[src/rtl/core_pkg.sv]
// core_pkg: shared write-back types and constants.
// Holds the write-back FSM state enum, the zero-register index, and the
// stack pointer index and reset value.
package core_pkg;
    typedef enum logic [1:0] {INIT_SP, CLEAR, RUN} wb_state_t;
    localparam logic [3:0]  REG_ZERO   = 4'h0;
    localparam logic [3:0]  SP_IDX_C   = 4'hF;
    localparam logic [15:0] SP_RESET_C = 16'hFFFF;
endpackage

[src/rtl/wb_data_sel.sv]
// wb_data_sel: write-back data priority mux.
// Priority is call link (pc + LINK_INC), then load data, then ALU result.
// Ports: call, mem_to_reg (selects); pc, mem_data, alu (sources); data (result).
module wb_data_sel #(
    parameter int DATA_W   = 16,
    parameter int LINK_INC = 1
) (
    input  logic              call,
    input  logic              mem_to_reg,
    input  logic [15:0]       pc,
    input  logic [DATA_W-1:0] mem_data,
    input  logic [DATA_W-1:0] alu,
    output logic [DATA_W-1:0] data
);
    logic [15:0] link;
    // The link address wraps modulo 2^16.
    assign link = pc + 16'(LINK_INC);
    assign data = call ? DATA_W'(link) : mem_to_reg ? mem_data : alu;
endmodule

[src/rtl/wb_unit.sv]
// wb_unit: write-back stage holding the MEM/WB register and driving the regfile write port.
// After reset it writes SP_RESET to SP_IDX. When WB_REGFILE_CLEAR_EN is defined, it then
// zeroes registers 1..14, one per cycle. Only after that does it accept instructions.
// Ports: clk, rst (async, active-low); mem_valid/wb_ready handshake; *_in MEM-stage fields;
//        reg_write/reg_rd_wb/reg_rd_data regfile port; MEM_WB_reg_rd hazard tag;
//        init_done; retired_count (saturating).
// Build macro: WB_REGFILE_CLEAR_EN enables the register clear walk.
module wb_unit
    import core_pkg::*;
#(
    parameter int              DATA_W   = 16,
    parameter logic [3:0]      SP_IDX   = SP_IDX_C,
    parameter logic [DATA_W-1:0] SP_RESET = SP_RESET_C,
    parameter int              LINK_INC = 1
) (
    input  logic              clk,
    input  logic              rst,
    input  logic              mem_valid,
    output logic              wb_ready,
    input  logic              reg_write_in,
    input  logic              mem_to_reg_in,
    input  logic              call_in,
    input  logic [3:0]        reg_rd_in,
    input  logic [DATA_W-1:0] alu_result_in,
    input  logic [DATA_W-1:0] mem_data_in,
    input  logic [15:0]       PC_in,
    output logic              reg_write,
    output logic [3:0]        reg_rd_wb,
    output logic [DATA_W-1:0] reg_rd_data,
    output logic [3:0]        MEM_WB_reg_rd,
    output logic              init_done,
    output logic [15:0]       retired_count
);
    wb_state_t         state, state_n;
    logic              valid_q, we_q, m2r_q, call_q;
    logic [3:0]        rd_q;
    logic [DATA_W-1:0] alu_q, mem_q, sel_data;
    logic [15:0]       pc_q, cnt_q;
    logic              pipe_we;
`ifdef WB_REGFILE_CLEAR_EN
    logic [3:0]        idx_q, idx_n;
`endif

    wb_data_sel #(.DATA_W(DATA_W), .LINK_INC(LINK_INC)) u_sel (
        .call       (call_q),
        .mem_to_reg (m2r_q),
        .pc         (pc_q),
        .mem_data   (mem_q),
        .alu        (alu_q),
        .data       (sel_data)
    );

    // R0 is hardwired zero, so its writes never reach the regfile or the hazard tag.
    assign pipe_we       = valid_q && we_q && (rd_q != REG_ZERO);
    assign MEM_WB_reg_rd = pipe_we ? rd_q : REG_ZERO;
    assign wb_ready      = state == RUN;
    assign init_done     = state == RUN;
    assign retired_count = cnt_q;

    // Init writes come straight from state, so the SP write is presented while still in reset.
    always_comb begin
        state_n     = state;
        reg_write   = pipe_we;
        reg_rd_wb   = rd_q;
        reg_rd_data = sel_data;
`ifdef WB_REGFILE_CLEAR_EN
        idx_n       = idx_q;
`endif
        case (state)
            INIT_SP: begin
                reg_write   = 1'b1;
                reg_rd_wb   = SP_IDX;
                reg_rd_data = SP_RESET;
`ifdef WB_REGFILE_CLEAR_EN
                state_n     = CLEAR;
                idx_n       = 4'd1;
`else
                state_n     = RUN;
`endif
            end
`ifdef WB_REGFILE_CLEAR_EN
            CLEAR: begin
                reg_write   = 1'b1;
                reg_rd_wb   = idx_q;
                reg_rd_data = '0;
                state_n     = (idx_q == 4'd14) ? RUN : CLEAR;
                idx_n       = idx_q + 4'd1;
            end
`endif
            default: state_n = RUN;
        endcase
    end

    always_ff @(posedge clk or negedge rst) begin
        if (!rst) begin
            state   <= INIT_SP;
            valid_q <= 1'b0;
            we_q    <= 1'b0;
            m2r_q   <= 1'b0;
            call_q  <= 1'b0;
            rd_q    <= '0;
            alu_q   <= '0;
            mem_q   <= '0;
            pc_q    <= '0;
            cnt_q   <= '0;
`ifdef WB_REGFILE_CLEAR_EN
            idx_q   <= '0;
`endif
        end else begin
            state   <= state_n;
`ifdef WB_REGFILE_CLEAR_EN
            idx_q   <= idx_n;
`endif
            valid_q <= (state == RUN) && mem_valid;
            if (state == RUN && mem_valid) begin
                we_q  <= reg_write_in;
                m2r_q <= mem_to_reg_in;
                call_q <= call_in;
                rd_q  <= reg_rd_in;
                alu_q <= alu_result_in;
                mem_q <= mem_data_in;
                pc_q  <= PC_in;
            end
            if (state == RUN && valid_q && cnt_q != 16'hFFFF)
                cnt_q <= cnt_q + 16'd1;
        end
    end
endmodule

[config.mk]
export PLATFORM = sky130hd
export DESIGN_NAME = wb_unit
export DESIGN_NICKNAME = d
export VERILOG_FILES = /design/src/rtl/core_pkg.sv /design/src/rtl/wb_data_sel.sv /design/src/rtl/wb_unit.sv
export SDC_FILE = /design/constraint.sdc
export NUM_CORES = 1
export LEC_CHECK = 0
export CAP_MARGIN = 20
export CORE_MARGIN = 2
export CORE_UTILIZATION = 48
export CTS_CLUSTER_DIAMETER = 80
export DETAILED_ROUTE_END_ITERATION = 7
export HOLD_SLACK_MARGIN = 0.03
export PLACE_DENSITY_LB_ADDON = 0.12
export SLEW_MARGIN = 0
export SYNTH_ARGS = -nofsm -noshare
export SYNTH_HDL_FRONTEND = slang
export SYNTH_SLANG_ARGS = --single-unit
export TNS_END_PERCENT = 30
[constraint.sdc]
create_clock -name clk -period 2.55 [get_ports clk]
set_clock_uncertainty 0.2 [all_clocks]
set_input_delay 0.51 -clock clk [delete_from_list [all_inputs] [get_ports clk]]
set_output_delay 0.51 -clock clk [all_outputs]
set_load 0.03 [all_outputs]
==> metrics, run 1 <==
Seq cells post-synth=73; Peak Freq=0.383 GHz; clock latency on the worst-skew pair=0.34 ns; cell with the largest stage delay on the worst path=dfrtp_1; leakage=2.28 nW; final cycle utilization of the critical path=1.03; CTS tree=yes; Area growth syn-to-layout=42.9%; post-DR wirelength/cell=16.7 um; failing checks=setup timing; outcome=finished, violations left; main flop type after synthesis=dfrtp_1; vias in the first global route=2,708; Final min period=2.61 ns; Hold Vio Cnt, Final=0; layout cells sized above 1=0.296; DRC marker count from the first detailed-route iteration=135; Power, Total=3.51 mW; IO Count=101; max-slew violation count=0; final worst-path setup slack=-0.0638 ns; Worst-Margin Slew=0.519 ns; CTS Buf Count=9; ys async rst share=1.00; Syn Area/Cell=11.6 um2; max-cap viol count=0; largest net degree at the start of global routing=54; Critical Path Start Type=flop; Root Buffer=clkbuf_8; total gr overflow=0; Peak VDD IR=0.563 mV; # diodes=0; RSZ-0062 raised after global routing=yes; crit-path cells=nand3_4 > nor4_4 > nor4b_1 > a221oi_1 > buf_4; Final Util=0.714; die footprint=8310 um2; First-pass DRT Iterations=4; wirelength, routed=9060 um; distinct cell type count after synthesis=41; Std-Cell Rows=31; Min-Delay Path Class=flop to flop; Crit Path Category=flop to output port; core area=7290 um2; H-tree depth=3; CP peak stage delay=0.50 ns; initial antenna violation count=0; Synth Warn #=0; final RePlAce weighted congestion=0.923; clk sinks=73; buffer and inverter count on the worst path=1; All-Layer GR Usage=0.216; Die X-Extent=91.1 um; cell count after synthesis=313; clk slew on worst S/H paths=0.08 ns; first-pass GRT wire length=14,100 um; Final ANT Viol Nets=0; Slew headroom=0.654; Die Y-Extent=91.1 um; HPWL after DPL=6270 um; vias per cell=5.33; CTS Buffer Depth=2; WHS=0.311 ns; most frequent cells in the layout=clkdlybuf4s50_1 (82), dfrtp_1 (69), mux2_2 (54); EDFF count, synth=0; CP top delay family=simple AND/OR/NAND/NOR gates; via count=2,891; Nets=498; Mapped Area=3640 um2; Initial Util=0.500; crit-path max FO=5; commonest non-fill, non-tap cell in the layout=clkdlybuf4s50_1; Finish-stage setup viols=3; buffers added on ports=100; crit path DAT=1.90 ns; Post-Syn Nets=373; sequential area share after synthesis=0.501; Fill cells=570; Worst Path Required=1.84 ns; setup_tns=-0.150 ns; residual DRC count=0; critical path capture point type=output port; Power Density=673 nW/um2
## area by class of cell
cell class | count | area, um2 | share of cell area
Sequential cell | 73 | 1830 | 0.352
Tap cell | 99 | 124 | 0.0238
Multi-Input combinational cell | 221 | 1810 | 0.348
Inverter | 5 | 18.8 | 0.00360
Clock inverter | 6 | 90.1 | 0.0173
Clock buffer | 10 | 128 | 0.0245
Timing Repair Buffer | 128 | 1200 | 0.231
## per-stage QoR
step / setup WS, ns / cell area, um2 / instances
2_1_floorplan: -0.0151 / 3650 / 313
3_3_place_gp: 0.0639 / 4820 / 514
3_5_place_dp: 0.0225 / 4820 / 514
4_1_cts: -0.0574 / 5150 / 539
5_1_grt: -0.155 / 5210 / 542
6_report: -0.0638 / 5210 / 542
## sequential cells by signal, summed over array words and instances, names as in the netlist
register,flops
we_q,1
rd_q,4
alu_q,16
call_q,1
retired_count,16
m2r_q,1
mem_q,16
pc_q,16
valid_q,1
state,1
## cells in the mapped netlist, types with 3 or more instances
library cell  instances  area share
a221oi_1              3      0.0072
a22oi_1               3      0.0062
and3_1               11       0.019
buf_2                 8       0.011
clkbuf_1              4      0.0041
dfrtp_1              73        0.50
inv_1                 5      0.0051
mux2_2               54        0.17
mux2i_1              13       0.036
nand2_1              27       0.028
nand2b_1              4      0.0069
nand3_1              12       0.016
nand4_1               4      0.0069
nor2_1                4      0.0041
nor2b_1               3      0.0051
nor3_1               12       0.016
nor3b_1               3      0.0062
nor4_1                9       0.015
nor4b_1               3      0.0072
o21ai_0              11       0.015
xnor2_1               6       0.014
xor2_1               16       0.038
## where the power goes
part           total [mW]  leakage, nW  internal, mW  switching [mW]
clock network       0.998        0.107         0.555           0.443
registers            1.49        0.884          1.32           0.164
logic                1.02         1.29         0.509           0.510
## path summary, 6_finish.rpt
path,startpoint,endpoint,slack [ns],cells after the start
max,pc_q[6],reg_rd_data[13],-0.06,5
min,mem_q[14],mem_q[14],0.31,1
max reg2reg,retired_count[0],retired_count[1],0.55,6
min reg2reg,mem_q[14],mem_q[14],0.31,1
max in group asynchronous,rst,retired_count[9],1.05,3
min in group asynchronous,rst,we_q,0.48,2
## cell families after synthesis
logic type	after synthesis	share of synthesized area
buf+inv	19	0.0254
xor+xnor	22	0.0529
compound gates	26	0.0463
flops	73	0.501
fa+ha+maj	2	0.00686
mux	68	0.207
simple gates	102	0.160
other cells	1	0.00103
## worst register-to-register path, stage by stage (launching register included)
cell and delay, ns:
dfrtp_1 0.41, ha_1 0.25, nand4_4 0.16, nor4_4 0.30, buf_4 0.20, nor2_2 0.06
mux2_4 0.31
## repair_timing
item	CTS	global route
hold endpoints to repair	19	0
pin swaps	3	4
hold buffers	1	0
buffers inserted	8	3
endpoints found under the setup margin	15	15
gates resized for setup	17	17
## per-layer routing
layer  global-route usage  part of all wire
met4               0.0505             0.013
met3               0.0606             0.049
met1                0.285              0.45
met2                0.353              0.49
met5                    0                 0
(Power assumes the default switching activity.)
==> inputs of run 2 (changes only) <==
--- a/config.mk
+++ b/config.mk
@@ -7,10 +7,11 @@
 export LEC_CHECK = 0
 export CAP_MARGIN = 20
 export CORE_MARGIN = 2
-export CORE_UTILIZATION = 48
+export CORE_UTILIZATION = 52
 export CTS_CLUSTER_DIAMETER = 80
 export DETAILED_ROUTE_END_ITERATION = 7
 export HOLD_SLACK_MARGIN = 0.03
+export MAX_ROUTING_LAYER = met4
 export PLACE_DENSITY_LB_ADDON = 0.12
 export SLEW_MARGIN = 0
 export SYNTH_ARGS = -nofsm -noshare
==> constraint.sdc (replaced) <==
create_clock -name clk -period 3.01 [get_ports clk]
set_clock_uncertainty 0.2 [all_clocks]
set_input_delay 0.602 -clock clk [delete_from_list [all_inputs] [get_ports clk]]
set_output_delay 0.602 -clock clk [all_outputs]
set_load 0.03 [all_outputs]
==> run 2 against run 1 <==
  * The flow now finishes without violations
  * Register-to-register slack improved by 0.15 ns
  * Combinational power down 22%
  * Global-route usage increased by 1.8 points
  * Die area down 7.4%
  * Via count down 3.1%
  * Highest routed layer unchanged
  * Largest cell class unchanged
  * Flip-flop and latch count stayed put
  * First-iteration DRC count is 3.7% lower
  * Core utilization increased by 1.8 points
  * Cell area fell by 4.5%
==> metrics, run 2 (synthesis results as in run 1) <==
Crit Path Category=flop to output port; most frequent cells in the layout=clkdlybuf4s50_1 (85), dfrtp_1 (72), mux2_2 (54); clk sinks=73 (unchanged); die footprint=7690 um2 (-7.4%); leakage=2.14 nW (-6.1%); max-slew violation count=0 (unchanged); Final min period=2.86 ns; max-cap viol count=0 (unchanged); crit-path max FO=10 (+5); Min-Delay Path Class=flop to flop; CTS Buf Count=9 (unchanged); Design Area, Final=4970 um2 (-4.5%); total gr overflow=0 (unchanged); post-DR wirelength/cell=15.9 um (-4.8%); All-Layer GR Usage=0.233 (+0.0177); Peak VDD IR=0.372 mV (-34%); Area growth syn-to-layout=36.5%; First-pass DRT Iterations=4 (unchanged); final RePlAce weighted congestion=0.900 (-2.4%); Initial Util=0.536 (+0.0366); Die X-Extent=87.7 um (-3.8%); commonest non-fill, non-tap cell in the layout=clkdlybuf4s50_1; clock latency on the worst-skew pair=0.35 ns (about the same); core area=6790 um2 (-6.8%); residual DRC count=0 (unchanged); clk slew on worst S/H paths=0.08 ns (about the same); Power, Total=2.77 mW (-21%); HPWL after DPL=6080 um (-3.0%); H-tree depth=3 (unchanged); Slew headroom=0.480 (-0.175); # diodes=0 (unchanged); Power Density=557 nW/um2 (-17%); final cycle utilization of the critical path=0.950; IO Count=101 (unchanged); layout cells sized above 1=0.231 (-0.0651); RSZ-0062 raised after global routing=no; Std-Cell Rows=30 (-3.2%); via count=2,801 (-3.1%); WHS=0.309 ns (-0.00232 ns); CTS tree=yes; crit path DAT=2.06 ns (+0.16 ns); Peak Freq=0.350 GHz; first-pass GRT wire length=13,100 um (-6.9%); Placed Area=4750 um2 (-1.5%); Hold Vio Cnt, Final=0 (unchanged); DRC marker count from the first detailed-route iteration=130 (-3.7%); Root Buffer=clkbuf_8; initial antenna violation count=0 (unchanged); largest net degree at the start of global routing=37 (-31%); CTS Buffer Depth=2 (unchanged); vias in the first global route=2,694 (-0.52%); outcome=finished clean; wirelength, routed=8280 um (-8.5%); Finish-stage setup viols=0 (-3); Nets=480 (-3.6%); Worst Path Required=2.21 ns (+0.37 ns); setup_tns=0 ns (+0.150 ns); Critical Path Start Type=flop; buffers added on ports=100 (unchanged); Die Y-Extent=87.7 um (-3.8%); Worst-Margin Slew=0.775 ns (+0.256 ns); critical path capture point type=output port; vias per cell=5.38 (+0.79%); Final ANT Viol Nets=0 (unchanged)
==> run 2: changes by cell type in the layout (fill, tap and decap cells not counted), moves of 3 or more <==
cell,previous run,this run
dfrtp_2,4,1
dfrtp_1,69,72
buf_4,34,10
clkdlybuf4s50_1,82,85
dlymetal6s2s_1,1,4
==> run 2: worst max-delay path, stage by stage, from the launching register on <==
cell      delay (ns)
dfrtp_1         0.48
nand4_4         0.21
nor4_1          0.40
nor4b_1         0.09
a221oi_1        0.30
buf_4           0.23
==> run 2: final timing paths <==
| check | startpoint | endpoint | slack, ns | depth (start not counted) |
|---|---|---|---|---|
| max | pc_q[2] | reg_rd_data[13] | 0.15 | 5 |
| max reg2reg | retired_count[0] | retired_count[1] | 0.70 | 5 |
| min | alu_q[0] | alu_q[0] | 0.31 | 1 |
| min in group asynchronous | rst | valid_q | 0.50 | 2 |
| max in group asynchronous | rst | call_q | 1.37 | 3 |
| min reg2reg | alu_q[0] | alu_q[0] | 0.31 | 1 |
==> run 2: area by class of cell <==
type	instances	area [um2]
sequential	73	1830
fill	521	1820
multi-input combinational	221	1750
timing repair buffer	110	1070
clock buffer	9	124
tap	96	120
clock inverter	7	61.3
inverter	5	22.5
==> run 2: repair_timing <==
| action | 4_1_cts | 5_1_grt |
|---|---|---|
| buffers inserted | 0 | 2 |
| hold buffers | 1 | 0 |
| endpoints found under the setup margin | 9 | 15 |
| cloned | 0 | 0 |
| gates resized for setup | 8 | 20 |
| hold endpoints to repair | 14 | 0 |
==> run 2: stage by stage <==
step / setup slack, ns / cells / utilization
6_report: 0.151 / 521 / 0.732
5_1_grt: 0.00400 / 521 / 0.732
4_1_cts: -0.0196 / 519 / 0.726
3_5_place_dp: 0.125 / 502 / 0.699
3_3_place_gp: 0.180 / 502 / 0.699
2_1_floorplan: 0.340 / 313 / -
==> run 2: power by group <==
part	switching (mW)	leakage [nW]	internal, mW
clock network	0.399	0.0884	0.313
logic	0.402	1.16	0.395
registers	0.142	0.887	1.12
total	0.942	2.14	1.83
==> run 2: routing by layer <==
metal,vias to the layer above,GRT usage,wire (um)
met5,-,-,0
met4,0,0.0559,52
met3,8,0.0594,493
met2,89,0.346,3910
met1,1358,0.324,3830
li1,1346,-,-
==> inputs of run 3 (changes only) <==
--- a/config.mk
+++ b/config.mk
@@ -7,7 +7,7 @@
 export LEC_CHECK = 0
 export CAP_MARGIN = 20
 export CORE_MARGIN = 2
-export CORE_UTILIZATION = 52
+export CORE_UTILIZATION = 44
 export CTS_CLUSTER_DIAMETER = 80
 export DETAILED_ROUTE_END_ITERATION = 7
 export HOLD_SLACK_MARGIN = 0.03
==> constraint.sdc (replaced) <==
create_clock -name clk -period 2.5 [get_ports clk]
set_clock_uncertainty 0.2 [all_clocks]
set_input_delay 0.5 -clock clk [delete_from_list [all_inputs] [get_ports clk]]
set_output_delay 0.5 -clock clk [all_outputs]
set_load 0.03 [all_outputs]
==> run 3 against run 2 <==
  * The flow now finishes with violations (hold timing, setup timing)
  * Via count rose by 1.3%
  * Power rose by 26%
  * Sequential power rose by 21%
  * Non-clock buffer count rose by 22
  * Die area rose by 17%
  * Sequential share of layout area fell by 1.8 points
  * Critical path depth rose by 2
  * Register-to-register slack got worse by 0.28 ns
  * Largest power group unchanged
  * Flip-flop and latch count did not move
==> metrics, run 3 (synthesis results as in run 1) <==
First-pass DRT Iterations=4 (unchanged); HPWL after DPL=6600 um (+8.5%); FF-to-FF setup slack=0.42 ns (-0.28 ns); Area growth syn-to-layout=43.6%; Worst Path Required=1.80 ns (-0.41 ns); commonest non-fill, non-tap cell in the layout=clkdlybuf4s50_1; max-cap viol count=0 (unchanged); final worst-path setup slack=-0.141 ns (-0.293 ns); Min-Delay Path Class=input pin to async pin; Root Buffer=clkbuf_8; vias per cell=5.14 (-4.4%); RR Startpoint=retired_count[0]; Peak Freq=0.379 GHz; first-pass GRT wire length=13,900 um (+5.6%); Power Density=665 nW/um2 (+19%); die footprint=9030 um2 (+17%); buffers added on ports=100 (unchanged); clk sinks=73 (unchanged); CP endpoint=reg_rd_data[13]; # diodes=0 (unchanged); total gr overflow=0 (unchanged); Placed Area=4870 um2 (+2.6%); CTS Buf Count=9 (unchanged); leakage=2.29 nW (+6.9%); Slew headroom=0.523 (+0.0435); area taken by multi-input logic gates=1830 um2 (+4.4%); final cycle utilization of the critical path=1.06; Std-Cell Rows=33 (+10%); Finish-stage setup viols=6 (+6); vias in the first global route=2,846 (+5.6%); Final min period=2.64 ns; wirelength, routed=9150 um (+10%); Nets=502 (+4.6%); hold buffer count at cts=0 (-1); setup_tns=-0.409 ns (-0.409 ns); failing checks=hold timing, setup timing; CTS Buffer Depth=2 (unchanged); largest net degree at the start of global routing=57 (+54%); via count=2,838 (+1.3%); Hold Vio Cnt, Final=1 (+1); core area=8130 um2 (+20%); Initial Util=0.448 (-0.0884); H-tree depth=3 (unchanged); max-slew violation count=0 (unchanged); Die X-Extent=95.0 um (+8.3%); initial antenna violation count=0 (unchanged); clock latency on the worst-skew pair=0.34 ns (about the same); Fill cells=665 (+28%); Design Area, Final=5230 um2 (+5.2%); layout cells sized above 1=0.309 (+0.0781); WHS=-0.00353 ns (-0.312 ns); Reg area=1830 um2 (about the same); All-Layer GR Usage=0.210 (-0.0233); RSZ-0062 raised after global routing=yes; Power, Total=3.48 mW (+26%); Die Y-Extent=95.0 um (+8.3%); Non-Filler Instances=552 (+6.0%); post-DR wirelength/cell=16.6 um (+4.3%); Final ANT Viol Nets=0 (unchanged); outcome=finished, violations left; R2R Path End=retired_count[13]; CTS tree=yes; dpl ws=0.0675 ns (-0.0577 ns); Critical Path Start Type=flop; critical path capture point type=output port; Peak VDD IR=0.569 mV (+53%); crit-path max FO=4 (-6); most frequent cells in the layout=clkdlybuf4s50_1 (77), dfrtp_1 (71), mux2_2 (54); clk slew on worst S/H paths=0.08 ns (about the same); residual DRC count=0 (unchanged); IO Count=101 (unchanged); crit path DAT=1.94 ns (-0.12 ns); # placed instances=526 (+4.8%); DRC marker count from the first detailed-route iteration=132 (+1.5%); final RePlAce weighted congestion=0.885 (-1.7%); Crit Path Category=flop to output port; worst reg-to-reg path cell count=6 (+1); Worst-Margin Slew=0.715 ns (-0.0595 ns); CP Launch Point=pc_q[0]
run 3: changes by cell type in the layout (fill, tap and decap cells not counted), moves of 3 or more:
cell | before | now
o21ai_0 | 11 | 8
buf_4 | 10 | 34
dlymetal6s2s_1 | 4 | 0
clkdlybuf4s50_1 | 85 | 77
a221oi_2 | 0 | 3
a221oi_1 | 3 | 0
o21ai_1 | 0 | 3
buf_6 | 0 | 5
run 3: power by group:
part           switching (mW)  total, mW  internal, mW
clock                   0.449      0.912         0.463
combinational           0.515       1.04         0.523
sequential              0.180       1.53          1.35
total                    1.14       3.48          2.34
run 3: worst min path at each step:
stage	to	slack, ns	cells past startpoint
3_3_place_gp	retired_count[15]	0.28	1
5_1_grt	pc_q[10]	0.06	1
3_5_place_dp	retired_count[15]	0.29	1
6_report	pc_q[12]	-0.004	1
2_1_floorplan	alu_q[0]	0.004	0
4_1_cts	pc_q[12]	0.03	1
run 3: what timing repair did:
| action | CTS | global route |
|---|---|---|
| gates resized for setup | 31 | 24 |
| gates cloned | 0 | 1 |
| buffers inserted | 4 | 5 |
| pin swaps | 3 | 6 |
| endpoints found under the setup margin | 21 | 15 |
| endpoints found under the hold margin | 0 | 0 |
run 3: through the flow:
stage / hold slack (ns) / util
6_report: -0.00353 / 0.643
5_1_grt: 0.0556 / 0.643
4_1_cts: 0.0306 / 0.630
3_5_place_dp: 0.286 / 0.599
3_3_place_gp: 0.281 / 0.599
2_1_floorplan: 0.00441 / -
run 3: critical path: stages (launching register included):
cell      delay [ns]
dfrtp_1         0.40
buf_4           0.15
nand3_4         0.08
buf_6           0.14
nor4_4          0.31
nor4b_2         0.09
a221oi_2        0.22
buf_4           0.21
run 3: cell type report:
cell class | instances | share of cell area
clock buffers | 10 | 0.0244
clock inverters | 6 | 0.0127
inverters | 5 | 0.00359
multi-input cells | 221 | 0.350
flip-flops and latches | 73 | 0.350
well taps | 105 | 0.0251
repair buffers | 132 | 0.235
run 3: per-layer routing:
metal	wire, um	vias up	track usage
met5	0	-	-
met4	105	0	0.0725
met3	444	8	0.0466
met2	4580	78	0.336
met1	4020	1365	0.265
li1	-	1387	-
